<file path="src/rtl/hist_dump_reader.sv">
// hist_dump_reader: walks every bin of the histogram RAM on a host command and
// streams a framed dump (header, 4 bytes per bin LSB first, XOR checksum) over
// a valid/ready byte interface. Optional clear-after-read zeroes each captured bin.
module hist_dump_reader #(
   parameter int         ADDR_W   = 7,
   parameter int         N_BINS   = 128,
   parameter int         DATA_W   = 32,
   parameter logic [7:0] HDR_BYTE = 8'hA5
) (
   input  logic              i_clk,
   input  logic              i_rst,
   input  logic [1:0]        i_command,
   output logic              o_rd_en,
   output logic [ADDR_W-1:0] o_rd_addr,
   input  logic [DATA_W-1:0] i_rd_data,
   output logic              o_clr_en,
   output logic [7:0]        o_tx_data,
   output logic              o_tx_valid,
   input  logic              i_tx_ready,
   output logic              o_busy,
   output logic              o_done
);

   localparam logic [ADDR_W-1:0] LAST_ADDR = ADDR_W'(N_BINS - 1);

   typedef enum logic [2:0] {
      S_IDLE,
      S_HDR,
      S_FETCH,
      S_WAIT,
      S_BYTE,
      S_CSUM
   } state_t;

   state_t            r_state;
   state_t            w_next;
   logic [ADDR_W-1:0] r_rd_addr;
   logic [DATA_W-1:0] r_shift;
   logic [1:0]        r_byte_idx;
   logic [7:0]        r_csum;
   logic [1:0]        r_prev_cmd;
   logic              r_clear_mode;
   logic              r_abort;
   logic              r_done;

   logic              w_start;
   logic              w_abort_cmd;
   logic              w_aborting;
   logic              w_tx_valid;
   logic              w_xfer;
   logic              w_to_idle;
   logic [7:0]        w_byte;

   // Start is edge-triggered on the command code; abort only matters mid-dump.
   assign w_start     = (r_state == S_IDLE) && i_command[1] && (i_command != r_prev_cmd);
   assign w_abort_cmd = (r_state != S_IDLE) && (i_command == 2'b01);
   assign w_aborting  = w_abort_cmd || r_abort;
   assign w_tx_valid  = (r_state == S_HDR) || (r_state == S_BYTE) || (r_state == S_CSUM);
   assign w_xfer      = w_tx_valid && i_tx_ready;
   assign w_byte      = r_shift[{r_byte_idx, 3'b000} +: 8];
   assign w_to_idle   = (r_state != S_IDLE) && (w_next == S_IDLE);

   assign o_tx_valid  = w_tx_valid;
   assign o_rd_addr   = r_rd_addr;
   assign o_busy      = (r_state != S_IDLE);
   assign o_done      = r_done;

   // State register.
   always_ff @(posedge i_clk) begin
      // NOTE: sequential state uses non-blocking assignments so every flop
      // samples the pre-edge values of the others.
      if (i_rst) r_state <= S_IDLE;
      else       r_state <= w_next;
   end

   // Next-state decode plus RAM strobes.
   always_comb begin
      // NOTE: every output of this block gets a default first so no path
      // through the case leaves it unassigned (which would infer a latch).
      w_next   = r_state;
      o_rd_en  = 1'b0;
      o_clr_en = 1'b0;
      unique case (r_state)
         S_IDLE: if (w_start) w_next = S_HDR;
         S_HDR: begin
            if (w_xfer) w_next = w_aborting ? S_IDLE : S_FETCH;
         end
         S_FETCH: begin
            o_rd_en = 1'b1;
            w_next  = w_abort_cmd ? S_IDLE : S_WAIT;
         end
         S_WAIT: begin
            o_clr_en = r_clear_mode && !w_abort_cmd;
            w_next   = w_abort_cmd ? S_IDLE : S_BYTE;
         end
         S_BYTE: begin
            if (w_xfer) begin
               if (w_aborting)               w_next = S_IDLE;
               else if (r_byte_idx == 2'd3)  w_next = (r_rd_addr == LAST_ADDR) ? S_CSUM : S_FETCH;
            end
         end
         S_CSUM: if (w_xfer) w_next = S_IDLE;
         default: w_next = S_IDLE;
      endcase
   end

   // Byte presented to the transmitter; held by the state and data registers.
   always_comb begin
      o_tx_data = 8'h00;
      unique case (r_state)
         S_HDR:   o_tx_data = HDR_BYTE;
         S_BYTE:  o_tx_data = w_byte;
         S_CSUM:  o_tx_data = r_csum;
         default: o_tx_data = 8'h00;
      endcase
   end

   // Datapath: command history, bin address, captured word, checksum, done pulse.
   always_ff @(posedge i_clk) begin
      if (i_rst) begin
         r_prev_cmd   <= 2'b00;
         r_rd_addr    <= '0;
         r_shift      <= '0;
         r_byte_idx   <= 2'd0;
         r_csum       <= 8'h00;
         r_clear_mode <= 1'b0;
         r_abort      <= 1'b0;
         r_done       <= 1'b0;
      end else begin
         r_prev_cmd <= i_command;
         r_done     <= 1'b0;
         unique case (r_state)
            S_IDLE: begin
               if (w_start) begin
                  r_clear_mode <= i_command[0];
                  r_csum       <= 8'h00;
                  r_rd_addr    <= '0;
                  r_byte_idx   <= 2'd0;
                  r_abort      <= 1'b0;
               end
            end
            S_WAIT: begin
               r_shift    <= i_rd_data;
               r_byte_idx <= 2'd0;
            end
            S_BYTE: begin
               if (w_xfer) begin
                  r_csum     <= r_csum ^ w_byte;
                  r_byte_idx <= r_byte_idx + 2'd1;
                  if (r_byte_idx == 2'd3 && r_rd_addr != LAST_ADDR && !w_aborting)
                     r_rd_addr <= r_rd_addr + 1'b1;
               end
            end
            default: ;
         endcase
         // An abort during a stalled byte is remembered until that byte goes out.
         if (w_abort_cmd && w_tx_valid && !i_tx_ready) r_abort <= 1'b1;
         if (w_to_idle) begin
            r_rd_addr <= '0;
            r_abort   <= 1'b0;
            r_done    <= (r_state == S_CSUM) && !w_aborting;
         end
      end
   end

endmodule
</file>
<file path="config.mk">
export PLATFORM = sky130hd
export DESIGN_NAME = hist_dump_reader
export DESIGN_NICKNAME = d
export VERILOG_FILES = /design/src/rtl/hist_dump_reader.sv
export SDC_FILE = /design/constraint.sdc
export NUM_CORES = 1
export LEC_CHECK = 0
export ABC_AREA = 1
export BUFFER_PORTS_ARGS = -buffer_cell sky130_fd_sc_hd__buf_2
export CAP_MARGIN = 20
export CORE_MARGIN = 2
export CORE_UTILIZATION = 45
export CTS_CLUSTER_DIAMETER = 200
export DETAILED_ROUTE_END_ITERATION = 16
export PLACE_DENSITY = 0.74
export SETUP_SLACK_MARGIN = 0.2
export SLEW_MARGIN = 10
export SYNTH_ARGS = -nofsm -noshare
export SYNTH_HDL_FRONTEND = slang
export SYNTH_SLANG_ARGS = --single-unit
</file>
<file path="constraint.sdc">
create_clock -name i_clk -period 2.2 [get_ports i_clk]
set_clock_uncertainty 0.1 [all_clocks]
set_input_delay 0.44 -clock i_clk [delete_from_list [all_inputs] [get_ports i_clk]]
set_output_delay 0.44 -clock i_clk [all_outputs]
set_load 0.005 [all_outputs]
</file>
==> impl_metrics.yaml <==
run:
  max_cap_violations: 0
setup_path:
  capturing_instance_or_port_of_the_critical_path: "o_tx_data[0]"
  worst_setup_path_start_kind: "flip-flop"
  worst_ep_required_time_ns: 1.66
  worstSetupStartpoint: "r_byte_idx[0]"
  timing.rr.start: "r_state[1]"
  ff2ff_path_depth: 11
  worstSetupPathType: "flip-flop to output port"
  endpoint_kind: "output port"
  critPathArrivalTime_ns: 1.51
  reg2reg_slack_ns: 0.32
  rr_endpoint: "r_byte_idx[1]"
  cp_max_fo: 7
power:
  share_comb_of_total_power: 0.213
  seqPwrFrac: 0.408
  p_int_mw: 1.99
  pwr-share-clk: 0.379
  switching_share: 0.282
  p_leak_nw: 1.53
  maximum_ir_drop_on_the_vdd_rail_v: 0.000475
  cellPowerDensity_nw_per_um2: 778
  net_switching_power_of_the_design_mw: 0.781
clock_network:
  cts_buffers: 9
  cts_root_buffer: "sky130_fd_sc_hd__clkbuf_8"
  clk_pin_slew_worst_paths_ns: 0.06
  clock_insertion_delay_worst_skew_ns: 0.34
  cts.htree.levels: 3
  cts.path.max_buffers: 2
  cts_tree: "done"
  cts.sink_count: 57
global_routing:
  grt_pass1_vias: 2629
  antenna_found_initial: 0
  grt_pass1_wl_um: 11600
  globalRoute.totalOverflow: 0
  grt_use_total: 0.227
  grt_max_degree: 35
die:
  start_util: 0.467
  fp.dieArea_um2: 6780
  num_rows: 28
  io-pin-count: 57
  die_w_um: 82.4
  design.core.area_um2: 5920
  die_height_um: 82.4
routing:
  routed_wl_um: 6970
  ant_nets: 0
  vias_per_cell: 5.07
  wl_per_cell_um: 12.4
  number_of_drc_markers_in_iteration_0: 129
  remaining_drc_errors: 0
  drt_first_pass_iters: 4
  route.vias.total: 2845
placed_design:
  post-dp-hpwl_um: 4940
  gpl.final_weighted_congestion: 0.911
  io_buffer_count: 56
  place.detailed.instances: 532
layout:
  final-seq-area_um2: 1160
  antenna_cells: 0
  post_layout_nets: 521
  finalCoreUtilization: 0.601
  num-fill-cells: 555
  area_taken_by_multi_input_logic_gates_um2: 1480
  area.growth.synth_to_final_pct: 28.8
  finish.cell_count_without_fillers: 561
  post_route_cells_drive_above_1_share: 0.302
logic_synthesis:
  average_footprint_of_a_synthesized_cell_um2: 6.75
  synth-edff-count: 0
  syn-num-nets: 448
  synthCells: 409
  synth-async-reset-ratio: 0
  netlist-cell-type-count: 33
  synth_sequential_area_ratio: 0.413
  synthesis.area_um2: 2760
  ys_warn_count: 0
  synth.ff_latch_count: 57
  synth-main-ff-cell: "sky130_fd_sc_hd__dfxtp_1"
run_status:
  run_status: "completed"
sta:
  final-setup-viol-count: 0
  min_period_over_period: 0.933
  setup_tns_ns: 0
  timing.max_slew.rel_slack: 0.798
  slew_limit_fails: 0
  rsz_0062_raised_after_global_routing: "true"
  hold_viol_final: 0
  clock.fmax_ghz: 0.487
  post-route-min-period_ns: 2.05
  worst_slew_pin_slew_ns: 0.303
worst_hold_path:
  holdCritPathClass: "input port to flip-flop"
  worstHoldStart: "i_command[1]"
## synthesized netlist by cell type, types with 2 or more instances
cell                         n  area [µm²]
sky130_fd_sc_hd__a21oi_1    19        95.1
sky130_fd_sc_hd__nand2_2     4        25.0
sky130_fd_sc_hd__or2_2       3        18.8
sky130_fd_sc_hd__o21ai_2     6        52.6
sky130_fd_sc_hd__buf_2       2        10.0
sky130_fd_sc_hd__dfxtp_1    57        1140
sky130_fd_sc_hd__o22a_1      2        17.5
sky130_fd_sc_hd__inv_1      35         131
sky130_fd_sc_hd__and2_0      3        18.8
sky130_fd_sc_hd__o221ai_1    2        17.5
sky130_fd_sc_hd__a22oi_1     2        15.0
sky130_fd_sc_hd__o22ai_1     3        18.8
sky130_fd_sc_hd__nor2_1    100         375
sky130_fd_sc_hd__nand4_1     6        37.5
sky130_fd_sc_hd__o21ai_0    50         250
sky130_fd_sc_hd__nand2_1    55         206
sky130_fd_sc_hd__nand3_1    18        90.1
sky130_fd_sc_hd__inv_2       8        30.0
sky130_fd_sc_hd__clkbuf_1   11        41.3
sky130_fd_sc_hd__ha_1        2        25.0
sky130_fd_sc_hd__o21ai_1     9        45.0
## worst max-delay path: stages (launching register included)
cell                       delay [ns]
sky130_fd_sc_hd__dfxtp_4         0.42
sky130_fd_sc_hd__buf_6           0.14
sky130_fd_sc_hd__nand2_1         0.05
sky130_fd_sc_hd__nand3_1         0.07
sky130_fd_sc_hd__and2_4          0.14
sky130_fd_sc_hd__inv_2           0.04
sky130_fd_sc_hd__o221ai_2        0.15
sky130_fd_sc_hd__buf_2           0.15
## stage by stage
stage	hold slack (ns)	area [µm²]	power [mW]	setup WS [ns]
floorplan	0.323	2760	1.46	0.477
global placement	0.338	3120	1.58	0.225
detailed placement	0.345	3120	1.60	0.142
CTS	0.222	3500	2.74	0.165
global route	0.245	3560	2.92	0.102
finish	0.230	3560	2.77	0.148
## what timing repair did
| item | 4_1_cts | 5_1_grt |
|---|---|---|
| endpoints found under the setup margin | 8 | 17 |
| cloned | 1 | 0 |
| resized for setup | 41 | 15 |
| pin swaps | 10 | 7 |
| hold buffers | 0 | 0 |
| setup buffers | 10 | 3 |
## cells in the final DEF, fill, tap and decap left out, types with 5 or more instances in the layout
master,n
sky130_fd_sc_hd__dfxtp_1,50
sky130_fd_sc_hd__inv_2,12
sky130_fd_sc_hd__o21ai_2,6
sky130_fd_sc_hd__buf_2,57
sky130_fd_sc_hd__clkbuf_8,10
sky130_fd_sc_hd__o21ai_1,17
sky130_fd_sc_hd__o21ai_0,42
sky130_fd_sc_hd__a21oi_1,18
sky130_fd_sc_hd__nand2_1,51
sky130_fd_sc_hd__inv_1,29
sky130_fd_sc_hd__nand4_1,6
sky130_fd_sc_hd__buf_4,16
sky130_fd_sc_hd__nand3_1,16
sky130_fd_sc_hd__nor2_1,97
sky130_fd_sc_hd__nand2_2,5
## layout make-up
class | instances | share of cell area
Tap cell | 75 | 0.0264
Clock buffer | 12 | 0.0408
Clock inverter | 3 | 0.0183
Multi-Input combinational cell | 294 | 0.417
Timing Repair Buffer | 76 | 0.123
Inverter | 44 | 0.0492
Sequential cell | 57 | 0.325
## layer usage
layer  wire length [µm]  track usage  vias up  part of all wire
met1               3090        0.271     1261              0.44
met4                107       0.0883        0             0.015
met3                444       0.0598       10             0.064
li1                   -            -     1479                 -
met2               3330        0.387       95              0.48
met5                  0            0        -                 0
## how the worst min path moves through the flow
stage / to / slack [ns] / cells past startpoint
finish: r_prev_cmd[1] / 0.23 / 3
global placement: r_clear_mode / 0.34 / 2
detailed placement: r_csum[7] / 0.34 / 1
global route: r_prev_cmd[1] / 0.24 / 3
floorplan: r_csum[7] / 0.32 / 1
CTS: r_prev_cmd[1] / 0.22 / 3
## logic make-up after synthesis
logic type,after synthesis,synth area share
simple gates,196,0.301
compound gates,95,0.191
buf+inv,58,0.0824
flops,57,0.413
fa+ha+maj,2,0.00906
xor+xnor,1,0.00317
## flip-flops by register name (all words and copies together) (netlist names)
signal        cells
r_clear_mode      1
r_byte_idx        2
o_done            1
r_shift          32
r_csum            8
r_abort           1
r_prev_cmd        2
o_rd_addr         7
r_state           3
## power groups by stage
stage	sequential (mW)	clock [mW]	combinational, mW
finish	1.13	1.05	0.589
global route	1.13	1.12	0.666
CTS	1.13	1.07	0.549
detailed placement	1.14	0	0.456
global placement	1.14	0	0.446
floorplan	1.12	0	0.347
No activity file was read; power rests on OpenSTA's default activity.
